`src/rtl/muldiv_sequencer_pkg.sv`:
```
// Shared definitions for the multiply/divide sequencer.
// Contents: operand width, opcode and FSM state enums, the MIPS FUNCT codes
// that map onto the opcodes, and small helpers used by decode and the
// sequencer.
package muldiv_sequencer_pkg;

  localparam int MD_WIDTH = 32;

  // MIPS SPECIAL-opcode FUNCT field values for the HI/LO-writing ops
  localparam logic [5:0] FUNC_MTHI  = 6'h11;
  localparam logic [5:0] FUNC_MTLO  = 6'h13;
  localparam logic [5:0] FUNC_MULT  = 6'h18;
  localparam logic [5:0] FUNC_MULTU = 6'h19;
  localparam logic [5:0] FUNC_DIV   = 6'h1A;
  localparam logic [5:0] FUNC_DIVU  = 6'h1B;

  typedef enum logic [2:0] {
    MD_MULT  = 3'd0,
    MD_MULTU = 3'd1,
    MD_DIV   = 3'd2,
    MD_DIVU  = 3'd3,
    MD_MTHI  = 3'd4,
    MD_MTLO  = 3'd5,
    MD_NOP   = 3'd7
  } muldiv_op_t;

  // The divide state is MD_DIVIDE because MD_DIV is already the opcode.
  typedef enum logic [1:0] {
    MD_IDLE   = 2'd0,
    MD_MUL    = 2'd1,
    MD_DIVIDE = 2'd2,
    MD_FIX    = 2'd3
  } muldiv_state_t;

  function automatic muldiv_op_t decode_func(input logic [5:0] func);
    case (func)
      FUNC_MULT:  decode_func = MD_MULT;
      FUNC_MULTU: decode_func = MD_MULTU;
      FUNC_DIV:   decode_func = MD_DIV;
      FUNC_DIVU:  decode_func = MD_DIVU;
      FUNC_MTHI:  decode_func = MD_MTHI;
      FUNC_MTLO:  decode_func = MD_MTLO;
      default:    decode_func = MD_NOP;
    endcase
  endfunction

  // Absolute value for signed ops; 0x80000000 stays 0x80000000, which is
  // the correct unsigned magnitude.
  function automatic logic [MD_WIDTH-1:0] magnitude(input logic [MD_WIDTH-1:0] v,
                                                    input logic is_signed);
    magnitude = (is_signed && v[MD_WIDTH-1]) ? (~v + 1'b1) : v;
  endfunction

endpackage

```
`src/rtl/muldiv_sequencer_if.sv`:
```
// Issue/result bundle between the execute stage (master) and the
// multiply/divide sequencer (slave).
//   start_i, op_i, rs_i, rt_i, mf_read_i : core -> sequencer
//   busy_o, stall_o, done_o, mfhi_o, mflo_o : sequencer -> core
interface muldiv_sequencer_if;
  import muldiv_sequencer_pkg::*;

  logic                start_i;
  muldiv_op_t          op_i;
  logic [MD_WIDTH-1:0] rs_i;
  logic [MD_WIDTH-1:0] rt_i;
  logic                mf_read_i;
  logic                busy_o;
  logic                stall_o;
  logic                done_o;
  logic [MD_WIDTH-1:0] mfhi_o;
  logic [MD_WIDTH-1:0] mflo_o;

  modport master (
    output start_i, op_i, rs_i, rt_i, mf_read_i,
    input  busy_o, stall_o, done_o, mfhi_o, mflo_o
  );

  modport slave (
    input  start_i, op_i, rs_i, rt_i, mf_read_i,
    output busy_o, stall_o, done_o, mfhi_o, mflo_o
  );

endinterface

```
`src/rtl/muldiv_step.sv`:
```
// One combinational iteration of the unsigned multiply or divide.
//   div_mode_i : 0 = shift-add multiply step, 1 = restoring divide step
//   hi_i/lo_i  : multiply: product upper/lower half (lower half starts as
//                the multiplier); divide: partial remainder / dividend bits
//                shifting out while quotient bits shift in
//   operand_i  : multiplicand or divisor
//   hi_o/lo_o  : the same pair after one step
module muldiv_step
  import muldiv_sequencer_pkg::*;
(
  input  logic                div_mode_i,
  input  logic [MD_WIDTH-1:0] hi_i,
  input  logic [MD_WIDTH-1:0] lo_i,
  input  logic [MD_WIDTH-1:0] operand_i,
  output logic [MD_WIDTH-1:0] hi_o,
  output logic [MD_WIDTH-1:0] lo_o
);

  logic [MD_WIDTH:0] sum;
  logic [MD_WIDTH:0] shifted;
  logic [MD_WIDTH:0] diff;

  always_comb begin
    // Carry out of the add becomes the new product MSB after the shift.
    sum     = {1'b0, hi_i} + (lo_i[0] ? {1'b0, operand_i} : {(MD_WIDTH+1){1'b0}});
    shifted = {hi_i, lo_i[MD_WIDTH-1]};
    diff    = shifted - {1'b0, operand_i};
    if (div_mode_i) begin
      // Remainder stays below the divisor, so diff[MD_WIDTH] is a clean
      // borrow flag and the restored value always fits in MD_WIDTH bits.
      if (!diff[MD_WIDTH]) begin
        hi_o = diff[MD_WIDTH-1:0];
        lo_o = {lo_i[MD_WIDTH-2:0], 1'b1};
      end else begin
        hi_o = shifted[MD_WIDTH-1:0];
        lo_o = {lo_i[MD_WIDTH-2:0], 1'b0};
      end
    end else begin
      hi_o = sum[MD_WIDTH:1];
      lo_o = {sum[0], lo_i[MD_WIDTH-1:1]};
    end
  end

endmodule

```
`src/rtl/muldiv_sequencer.sv`:
```
// Iterative multiply/divide unit owning the HI/LO register pair.
//   clk, reset_i : clock, asynchronous active-high reset
//   bus (slave)  : start_i/op_i/rs_i/rt_i/mf_read_i in,
//                  busy_o/stall_o/done_o/mfhi_o/mflo_o out
// UNROLL (1, 2, 4, 8) muldiv_step copies run per clock, so an op spends
// 32/UNROLL edges iterating plus one FIX edge for sign correction.
module muldiv_sequencer
  import muldiv_sequencer_pkg::*;
#(
  parameter int UNROLL = 1
) (
  input logic               clk,
  input logic               reset_i,
  muldiv_sequencer_if.slave bus
);

  localparam int N     = MD_WIDTH / UNROLL;
  localparam int CNT_W = $clog2(N) + 1;

  muldiv_state_t       state_q, state_d;
  logic [CNT_W-1:0]    cnt_q, cnt_d;
  logic [MD_WIDTH-1:0] acc_hi_q, acc_hi_d;
  logic [MD_WIDTH-1:0] acc_lo_q, acc_lo_d;
  logic [MD_WIDTH-1:0] operand_q, operand_d;
  logic                is_div_q, is_div_d;
  logic                qneg_q, qneg_d;
  logic                rneg_q, rneg_d;
  logic [MD_WIDTH-1:0] hi_q, hi_d;
  logic [MD_WIDTH-1:0] lo_q, lo_d;
  logic                done_q, done_d;

  logic [MD_WIDTH-1:0] chain_hi [UNROLL+1];
  logic [MD_WIDTH-1:0] chain_lo [UNROLL+1];

  assign chain_hi[0] = acc_hi_q;
  assign chain_lo[0] = acc_lo_q;

  generate
    for (genvar gi = 0; gi < UNROLL; gi++) begin : g_step
      muldiv_step u_step (
        .div_mode_i (is_div_q),
        .hi_i       (chain_hi[gi]),
        .lo_i       (chain_lo[gi]),
        .operand_i  (operand_q),
        .hi_o       (chain_hi[gi+1]),
        .lo_o       (chain_lo[gi+1])
      );
    end
  endgenerate

  logic                  signed_op;
  logic                  sign_xor;
  logic [MD_WIDTH-1:0]   rs_mag, rt_mag;
  logic [2*MD_WIDTH-1:0] prod, prod_fix;

  assign signed_op = (bus.op_i == MD_MULT) || (bus.op_i == MD_DIV);
  assign sign_xor  = signed_op & (bus.rs_i[MD_WIDTH-1] ^ bus.rt_i[MD_WIDTH-1]);
  assign rs_mag    = magnitude(bus.rs_i, signed_op);
  assign rt_mag    = magnitude(bus.rt_i, signed_op);
  assign prod      = {acc_hi_q, acc_lo_q};
  assign prod_fix  = qneg_q ? (~prod + 1'b1) : prod;

  always_comb begin
    state_d   = state_q;
    cnt_d     = cnt_q;
    acc_hi_d  = acc_hi_q;
    acc_lo_d  = acc_lo_q;
    operand_d = operand_q;
    is_div_d  = is_div_q;
    qneg_d    = qneg_q;
    rneg_d    = rneg_q;
    hi_d      = hi_q;
    lo_d      = lo_q;
    done_d    = 1'b0;
    case (state_q)
      MD_IDLE: begin
        if (bus.start_i) begin
          case (bus.op_i)
            MD_MTHI: hi_d = bus.rs_i;
            MD_MTLO: lo_d = bus.rs_i;
            MD_MULT, MD_MULTU: begin
              acc_hi_d  = '0;
              acc_lo_d  = rt_mag;   // multiplier bits are consumed from the LSB
              operand_d = rs_mag;
              is_div_d  = 1'b0;
              qneg_d    = sign_xor;
              rneg_d    = 1'b0;
              cnt_d     = CNT_W'(N);
              state_d   = MD_MUL;
            end
            MD_DIV, MD_DIVU: begin
              if (bus.rt_i == '0) begin
                hi_d   = '0;
                lo_d   = '0;
                done_d = 1'b1;
              end else begin
                acc_hi_d  = '0;
                acc_lo_d  = rs_mag; // dividend bits are consumed from the MSB
                operand_d = rt_mag;
                is_div_d  = 1'b1;
                qneg_d    = sign_xor;
                rneg_d    = signed_op & bus.rs_i[MD_WIDTH-1];
                cnt_d     = CNT_W'(N);
                state_d   = MD_DIVIDE;
              end
            end
            default: ;
          endcase
        end
      end
      MD_MUL, MD_DIVIDE: begin
        acc_hi_d = chain_hi[UNROLL];
        acc_lo_d = chain_lo[UNROLL];
        cnt_d    = cnt_q - CNT_W'(1);
        if (cnt_q == CNT_W'(1)) state_d = MD_FIX;
      end
      MD_FIX: begin
        if (is_div_q) begin
          lo_d = qneg_q ? (~acc_lo_q + 1'b1) : acc_lo_q;
          hi_d = rneg_q ? (~acc_hi_q + 1'b1) : acc_hi_q;
        end else begin
          {hi_d, lo_d} = prod_fix;
        end
        done_d  = 1'b1;
        state_d = MD_IDLE;
      end
      default: state_d = MD_IDLE;
    endcase
  end

  always_ff @(posedge clk or posedge reset_i) begin
    if (reset_i) begin
      state_q   <= MD_IDLE;
      cnt_q     <= '0;
      acc_hi_q  <= '0;
      acc_lo_q  <= '0;
      operand_q <= '0;
      is_div_q  <= 1'b0;
      qneg_q    <= 1'b0;
      rneg_q    <= 1'b0;
      hi_q      <= '0;
      lo_q      <= '0;
      done_q    <= 1'b0;
    end else begin
      state_q   <= state_d;
      cnt_q     <= cnt_d;
      acc_hi_q  <= acc_hi_d;
      acc_lo_q  <= acc_lo_d;
      operand_q <= operand_d;
      is_div_q  <= is_div_d;
      qneg_q    <= qneg_d;
      rneg_q    <= rneg_d;
      hi_q      <= hi_d;
      lo_q      <= lo_d;
      done_q    <= done_d;
    end
  end

  assign bus.busy_o  = (state_q != MD_IDLE);
  assign bus.stall_o = bus.busy_o & (bus.mf_read_i | bus.start_i);
  assign bus.done_o  = done_q;
  assign bus.mfhi_o  = hi_q;
  assign bus.mflo_o  = lo_q;

endmodule

```
`src/flat_wrapper.sv`:
```
// flat-port wrapper written by rule: the top's interface ports become plain ports
module muldiv_sequencer_flat import muldiv_sequencer_pkg::*;
#(
  parameter int UNROLL = 1
)
  (clk, reset_i, bus_start_i, bus_op_i, bus_rs_i, bus_rt_i, bus_mf_read_i, bus_busy_o, bus_stall_o, bus_done_o, bus_mfhi_o, bus_mflo_o);
  muldiv_sequencer_if bus_i ();
  input logic clk;
  input logic reset_i;
  input wire logic [$bits(bus_i.start_i)-1:0] bus_start_i;
  input wire logic [$bits(bus_i.op_i)-1:0] bus_op_i;
  input wire logic [$bits(bus_i.rs_i)-1:0] bus_rs_i;
  input wire logic [$bits(bus_i.rt_i)-1:0] bus_rt_i;
  input wire logic [$bits(bus_i.mf_read_i)-1:0] bus_mf_read_i;
  output wire logic [$bits(bus_i.busy_o)-1:0] bus_busy_o;
  output wire logic [$bits(bus_i.stall_o)-1:0] bus_stall_o;
  output wire logic [$bits(bus_i.done_o)-1:0] bus_done_o;
  output wire logic [$bits(bus_i.mfhi_o)-1:0] bus_mfhi_o;
  output wire logic [$bits(bus_i.mflo_o)-1:0] bus_mflo_o;
  assign bus_i.start_i = bus_start_i;
  assign bus_i.op_i = bus_op_i;
  assign bus_i.rs_i = bus_rs_i;
  assign bus_i.rt_i = bus_rt_i;
  assign bus_i.mf_read_i = bus_mf_read_i;
  assign bus_busy_o = bus_i.busy_o;
  assign bus_stall_o = bus_i.stall_o;
  assign bus_done_o = bus_i.done_o;
  assign bus_mfhi_o = bus_i.mfhi_o;
  assign bus_mflo_o = bus_i.mflo_o;
  muldiv_sequencer #(.UNROLL(UNROLL)) u_core (.clk(clk), .reset_i(reset_i), .bus(bus_i));
endmodule
```
`config.mk`:
```
export PLATFORM = sky130hd
export DESIGN_NAME = muldiv_sequencer_flat
export DESIGN_NICKNAME = d
export VERILOG_FILES = /design/src/rtl/muldiv_sequencer_pkg.sv /design/src/rtl/muldiv_sequencer_if.sv /design/src/rtl/muldiv_step.sv /design/src/rtl/muldiv_sequencer.sv /design/src/flat_wrapper.sv
export SDC_FILE = /design/constraint.sdc
export NUM_CORES = 1
export LEC_CHECK = 0
export BUFFER_PORTS_ARGS = -buffer_cell sky130_fd_sc_hd__buf_2
export CAP_MARGIN = 20
export CORE_UTILIZATION = 45
export DETAILED_ROUTE_END_ITERATION = 8
export PLACE_DENSITY = 0.71
export SLEW_MARGIN = 5
export SYNTH_ARGS = -nofsm -noshare
export SYNTH_HDL_FRONTEND = slang
export SYNTH_SLANG_ARGS = --single-unit
```
`constraint.sdc`:
```
create_clock -name clk -period 9.3 [get_ports clk]
set_clock_uncertainty 0.15 [all_clocks]
set_input_delay 2.79 -clock clk [delete_from_list [all_inputs] [get_ports clk]]
set_output_delay 2.79 -clock clk [all_outputs]
set_load 0.01 [all_outputs]
```
==> summary.md, run 1 <==
| Metric | Value |
|---|---|
| Multiplexer share of the synthesized area | `3.729%` |
| Compound-cell area share of the yosys netlist | `27.96%` |
| Core ar. | `32780 µm²` |
| Status | `finished clean` |
| Syn nets | `2072` |
| Count leader, synth | `a21oi_1` |
| Antenna violations before repair | `2` |
| Vias | `15370` |
| Global-route wire length before repair | `82.63 mm` |
| Setup Total Neg Slack | `0 ns` |
| DRC | `0` |
| Setup-failing EPs final | `0` |
| Peak supply drop | `0.1645 mV` |
| First-pass DRT Iterations | `8` |
| Initial core utilization | `46.05%` |
| Crit path max-delay family | `simple AND/OR/NAND/NOR gates` |
| Num rows | `66` |
| Worst-path clk slew | `0.07 ns` |
| Fraction of layout cells with a size suffix above 1 | `12.47%` |
| R2R Setup Slk | `4.64 ns` |
| EDFF count, synth | `0` |
| Synth Instances | `1926` |
| Num CTS Buffers | `17` |
| Crit-path cells | `buf_2, inv_1, ha_1, or3b_2, nor4_2, and4b_1, a211oi_2, buf_4, and2_1, nand2_1, a211oi_1, or3_1` |
| Top cell type's share of synthesized area | `28.51%` |
| Synth Area in Simple Gates | `19.16%` |
| Buffer and inverter count on the worst path | `3` |
| Commonest cells in the netlist | `a21oi_1 (231), nor2_1 (194), dfrtp_1 (172)` |
| Yosys top cell by area | `dfrtp_1` |
| Avg WL per Cell | `22.21 µm` |
| Largest net degree at the start of global routing | `68` |
| CTS Buffer Depth | `2` |
| Syn-to-layout area delta | `10.34%` |
| Crit-path slowest cell | `nor4_2` |
| Pwr per Cell Area | `355.4 nW/µm²` |
| Post-Synth Adder-Cell Area | `6.315%` |
| Vias/cell | `6.302` |
| Fin nets | `2130` |
| Post-layout min period | `6.219 ns` |
| Number of global-route vias before repair | `14150` |
| CP Data Required Time | `9.47 ns` |
| # Post-CTS Setup Buffers | `0` |
| Final cell count without fillers | `2439` |
| Clock Tree Root | `clkbuf_16` |
| DRT iter0 DRCs | `1731` |
| Worst EP arrival | `6.39 ns` |
| Post-route cell area | `16660 µm²` |
| Total GRT Usage | `31.74%` |
| Crit path largest cell delay | `0.56 ns` |
| Placed cell area | `16060 µm²` |
| Startpoint Class | `primary input` |
| FF+latch area | `4305 µm²` |
| CTS Sinks | `172` |
| Setup Crit Path Kind | `in -> reg` |
| Resized cells post-CTS | `0` |
| Max cap viols | `0` |
| Max Clock Freq | `160.8 MHz` |
| Final slew viol count | `0` |
| CP max FO | `20` |
| Number of fill cells | `3200` |
| Hold/Removal Path Class | `reg -> reg` |
| Die W | `185.2 µm` |
| Skew-Pair Late Insertion Delay | `0.45 ns` |
| Mean Syn Cell Area | `7.839 µm²` |
| Synth Area in XOR/XNOR | `9.282%` |
| Async set-or-reset flop fraction in the synthesized netlist | `100.0%` |
| Yosys reg bits | `172` |
| Placed cells | `2407` |
| Final period util | `66.87%` |
| Synth warn | `0` |
| Synth area leaders | `dfrtp_1 (29%), a21oi_1 (7.7%), ha_1 (6.1%), xnor2_1 (5.5%), nor2_1 (4.8%)` |
| Final hold violation count | `0` |
| Final core utilization | `50.81%` |
| Mapped Area | `15100 µm²` |
| I/O Buffers | `137` |
| Gp weighted congestion | `0.9847` |
| Main combinational cell family by area after synthesis | `compound AO/OA/AOI/OAI gates` |
| Area of the multi-input gates | `10080 µm²` |
| CTS tree | `done` |
| Die area | `34290 µm²` |
| Synth Flop Type | `dfrtp_1` |
| Post-route ant nets | `0` |
| Grt total ovfl | `0` |
| Pleak | `7.183 nW` |
| Post-CTS Hold Buffers | `0` |
| HPWL Detailed | `41.56 mm` |
| Synth cell types | `81` |
| WL final | `54.17 mm` |
| Die Y-Extent | `185.2 µm` |
| H-tree levels | `4` |
| RSZ-0062 raised after global routing | `no` |
| Number of diodes | `0` |
| Crit end category | `flop` |
| Seq/Total Area, Yosys | `28.51%` |
| IO Pins | `138` |
| Slew HR | `26.54%` |
| Slew at the pin closest to its max-slew limit | `1.102 ns` |
==> routing by layer <==
| metal | vias to the layer above | track usage [%] | part of all wire, % |
|---|---|---|---|
| met5 | - | 0 | 0.030 |
| met4 | 2 | 17.02 | 5.4 |
| met3 | 126 | 6.154 | 9.1 |
| met2 | 812 | 47.01 | 42 |
| met1 | 7263 | 43.39 | 43 |
| li1 | 7168 | - | - |
==> through the flow <==
stage	hold WS [ns]	power, mW	setup slack (ns)
6_report	0.3472	5.920	3.081
3_3_place_gp	0.3312	5.011	2.774
3_5_place_dp	0.3273	5.085	2.709
5_1_grt	0.3487	6.360	2.909
2_1_floorplan	0.3139	4.045	1.700
4_1_cts	0.3443	5.845	3.148
==> layout make-up <==
cell class / count / share of cell area (%)
clock buffers: 18 / 2.636
clock inverters: 14 / 0.9389
inverters: 74 / 1.697
multi-input cells: 1561 / 60.50
flip-flops and latches: 172 / 25.84
well taps: 442 / 3.320
repair buffers: 158 / 5.062
==> worst paths after layout <==
path	startpoint	endpoint	depth (start not counted)
setup / recovery	bus_rt_i[1]	u_core.acc_hi_q[30]	12
hold / removal	u_core.bus.mflo_o[20]	u_core.bus.mflo_o[20]	1
setup reg to reg	u_core.acc_hi_q[10]	u_core.acc_hi_q[18]	11
hold reg to reg	u_core.bus.mflo_o[20]	u_core.bus.mflo_o[20]	1
max in group asynchronous	reset_i	u_core.is_div_q	3
min in group asynchronous	reset_i	u_core.bus.mflo_o[9]	2
==> registers in the layout, summed over array words and instances (netlist names) <==
signal	cells
u_core.acc_hi_q	32
u_core.acc_lo_q	32
u_core.bus.mfhi_o	32
u_core.bus.mflo_o	32
u_core.operand_q	32
u_core.cnt_q	6
u_core.state_q	2
u_core.bus.done_o	1
u_core.is_div_q	1
u_core.qneg_q	1
u_core.rneg_q	1
==> power by group <==
group	switching [mW]	internal [mW]
clock network	0.343	0.408
logic	2.27	1.39
registers	0.405	1.10
==> cells in the final DEF (no fill, tap or decap), types with 20 or more instances in the layout <==
master / n
dfrtp_1: 171
nand3_1: 38
buf_2: 137
a22oi_1: 55
nor3_1: 61
xnor2_1: 95
inv_1: 72
buf_4: 21
a21oi_1: 231
a31oi_1: 31
a21o_1: 24
nor2_1: 193
nand2_1: 149
nor4_1: 20
ha_1: 71
o21ai_0: 133
mux2_2: 26
mux2i_1: 27
a211oi_1: 29
xor2_1: 65
and2_1: 23
o31ai_1: 26
==> kinds of logic (layout without fill, tap and decap cells) <==
group,after synthesis,count (layout)
AOI/OAI and AO/OA,670,670
DFF,172,172
xor gates and xnor gates,160,160
and+or+nand+nor,603,603
buffers and inverters,193,264
muxes,53,53
adders and majority gates,75,75
(Power assumes the default switching activity.)
==> run 2: changes to the inputs <==
- ABC_AREA: unset -> 1
- PLACE_DENSITY: 0.71 -> 0.73
- clock period: 9.3 -> 5.67 ns (I/O delays scaled with it)
==> run 2 against run 1 <==
- hold slack got worse by 0.022 ns
- via count increased by 41%
- sequential cell count unchanged
- critical path depth unchanged
- critical endpoint is now u_core.acc_lo_q[2]
==> summary.md, run 2 <==
| Metric | Value |
|---|---|
| Placed cell area | `19490 µm²` |
| Post-route cell area | `20100 µm²` |
| Synth area leaders | `dfrtp_1 (23%), nand2_1 (20%), nand3_1 (8.9%), inv_1 (8.8%), nor2_1 (7.1%)` |
| Final cell count without fillers | `3785` |
| Die area | `42010 µm²` |
| Worst EP arrival | `4.53 ns` |
| Top cell type's share of synthesized area | `23.22%` |
| Pleak | `10.51 nW` |
| Fraction of layout cells with a size suffix above 1 | `8.067%` |
| Slew HR | `29.17%` |
| Global-route wire length before repair | `115.2 mm` |
| Die Y-Extent | `205.0 µm` |
| WL final | `76.12 mm` |
| Most frequent cells in the layout | `nand2_1 (1007), inv_1 (436), nor2_1 (352)` |
| Num rows | `73` |
| Avg WL per Cell | `20.11 µm` |
| Synth Flop Type | `dfrtp_1` |
| HPWL Detailed | `60.54 mm` |
| Largest net degree at the start of global routing | `173` |
| IO Pins | `138` |
| Number of fill cells | `4400` |
| Gp weighted congestion | `1.112` |
| Crit-path cells | `buf_2, inv_1, ha_1, nand3_1, nor2_1, nand2_2, nor2_4, nand2_2, nand3_2, inv_2, nand3_1, o21ai_1` |
| H-tree levels | `4` |
| Total design power | `12.93 mW` |
| Fin nets | `3393` |
| Vias | `21710` |
| Synth warn | `0` |
| Setup-failing EPs final | `0` |
| Count leader, synth | `nand2_1` |
| Slew at the pin closest to its max-slew limit | `1.062 ns` |
| Grt total ovfl | `0` |
| CP max FO | `39` |
| Syn nets | `3325` |
| Final period util | `75.62%` |
| Resized cells post-CTS | `0` |
| Hold/Removal Path Class | `reg -> reg` |
| Worst-path clk slew | `0.08 ns` |
| Final hold violation count | `0` |
| Number of diodes | `0` |
| Synth cell types | `54` |
| CTS Buffer Depth | `2` |
| Syn-to-layout area delta | `8.417%` |
| Commonest cells in the netlist | `nand2_1 (1007), inv_1 (437), nor2_1 (353)` |
| Antenna violations before repair | `2` |
| Post-layout min period | `4.288 ns` |
| Crit end category | `flop` |
| Number of global-route vias before repair | `19530` |
| CTS Sinks | `172` |
| Yosys top cell by area | `dfrtp_1` |
| Async set-or-reset flop fraction in the synthesized netlist | `100.0%` |
| Initial core utilization | `46.12%` |
| Skew-Pair Late Insertion Delay | `0.47 ns` |
| Max cap viols | `0` |
| Total GRT Usage | `36.50%` |
| Crit-path slowest cell | `inv_2` |
| RSZ-0062 raised after global routing | `no` |
| DRC | `0` |
| DRT iter0 DRCs | `2967` |
| Crit path largest cell delay | `0.84 ns` |
| CTS tree | `done` |
| EDFF count, synth | `0` |
| Vias/cell | `5.735` |
| Die W | `205.0 µm` |
| CP Data Required Time | `5.91 ns` |
| First-pass DRT Iterations | `8` |
| Pwr per Cell Area | `643.6 nW/µm²` |
| Seq/Total Area, Yosys | `23.22%` |
| Peak supply drop | `0.5551 mV` |
| I/O Buffers | `137` |
| Core ar. | `40190 µm²` |
| Num CTS Buffers | `17` |
| Post-CTS Hold Buffers | `0` |
| Post-route ant nets | `0` |
| Setup Total Neg Slack | `0 ns` |
| Placed cells | `3753` |
| Mean Syn Cell Area | `5.831 µm²` |
| # Post-CTS Setup Buffers | `0` |
| Clock Tree Root | `clkbuf_16` |
| Synth Instances | `3179` |
| Final slew viol count | `0` |
| Setup Crit Path Kind | `in -> reg` |
| Mapped Area | `18540 µm²` |
| Yosys reg bits | `172` |
| Status | `finished clean` |
| Most common cell after layout, fill and taps aside | `nand2_1` |
| Max Clock Freq | `233.2 MHz` |
| Startpoint Class | `primary input` |
[run 2: cell types whose count changed in the layout (fill, tap and decap cells not counted), sizes merged, moves of 29 or more]
cell and delta:
nand3 +295, a22oi -51, nor2 +173, nand2 +870, inv +376, a21oi -83
o21ai +66, a211oi -29, xnor2 -82
[run 2: cell type report]
type | count | area (µm²) | share of cell area (%)
Multi-Input combinational cell | 2454 | 12020 | 59.80
Timing Repair Buffer | 154 | 825.8 | 4.109
Sequential cell | 172 | 4305 | 21.42
Clock buffer | 17 | 425.4 | 2.117
Clock inverter | 15 | 180.2 | 0.8965
Inverter | 448 | 1685 | 8.386
Tap cell | 525 | 656.9 | 3.269
[run 2: kinds of logic (layout without fill, tap and decap cells)]
kind of cell / count (synthesis) / count (layout) / synth area share, %
AOI/OAI and AO/OA: 464 / 464 / 14.67
xor gates and xnor gates: 55 / 55 / 2.599
adders and majority gates: 75 / 75 / 5.143
buffers and inverters: 553 / 634 / 12.00
DFF: 172 / 172 / 23.22
and+or+nand+nor: 1860 / 1860 / 42.36
[run 2: final timing paths]
kind | from | end | slack (ns) | depth (start not counted)
min reg2reg | u_core.bus.mflo_o[13] | u_core.bus.mflo_o[13] | 0.33 | 2
min in group asynchronous | reset_i | u_core.bus.mfhi_o[31] | 1.35 | 3
min | u_core.bus.mflo_o[13] | u_core.bus.mflo_o[13] | 0.33 | 2
max reg2reg | u_core.operand_q[27] | u_core.acc_hi_q[26] | 2.00 | 14
max in group asynchronous | reset_i | u_core.is_div_q | 3.21 | 3
max | bus_rt_i[0] | u_core.acc_lo_q[2] | 1.38 | 12
[run 2: worst max-delay path: cells and delay by family]
| kind | cells | cell delay (ns) |
|---|---|---|
| adder cells (fa/ha/maj) | 1 | 0.24 |
| AO/OA/AOI/OAI | 1 | 0.12 |
| buffers and inverters | 3 | 1.00 |
| AND/OR/NAND/NOR | 7 | 1.45 |
[run 2: per-stage QoR]
stage	setup slack (ns)	hold slack [ns]	utilization, %
2_1_floorplan	1.622	0.3279	-
3_3_place_gp	1.043	0.3113	48.50
3_5_place_dp	0.9630	0.3145	48.50
4_1_cts	1.443	0.3323	50.01
5_1_grt	1.120	0.3395	50.01
6_report	1.382	0.3251	50.01
[run 2: per-layer routing]
layer | share of wire (%) | GRT usage [%] | vias up
met5 | 0.029 | 0 | -
met4 | 6.1 | 19.95 | 4
met3 | 9.6 | 5.934 | 229
met2 | 43 | 55.55 | 1264
met1 | 41 | 49.17 | 9863
li1 | - | - | 10350
[run 2: power by group]
group	switching, mW	internal, mW	total, mW
Combinational	6.15	2.91	9.06
Clock	0.598	0.667	1.26
Sequential	0.778	1.83	2.61
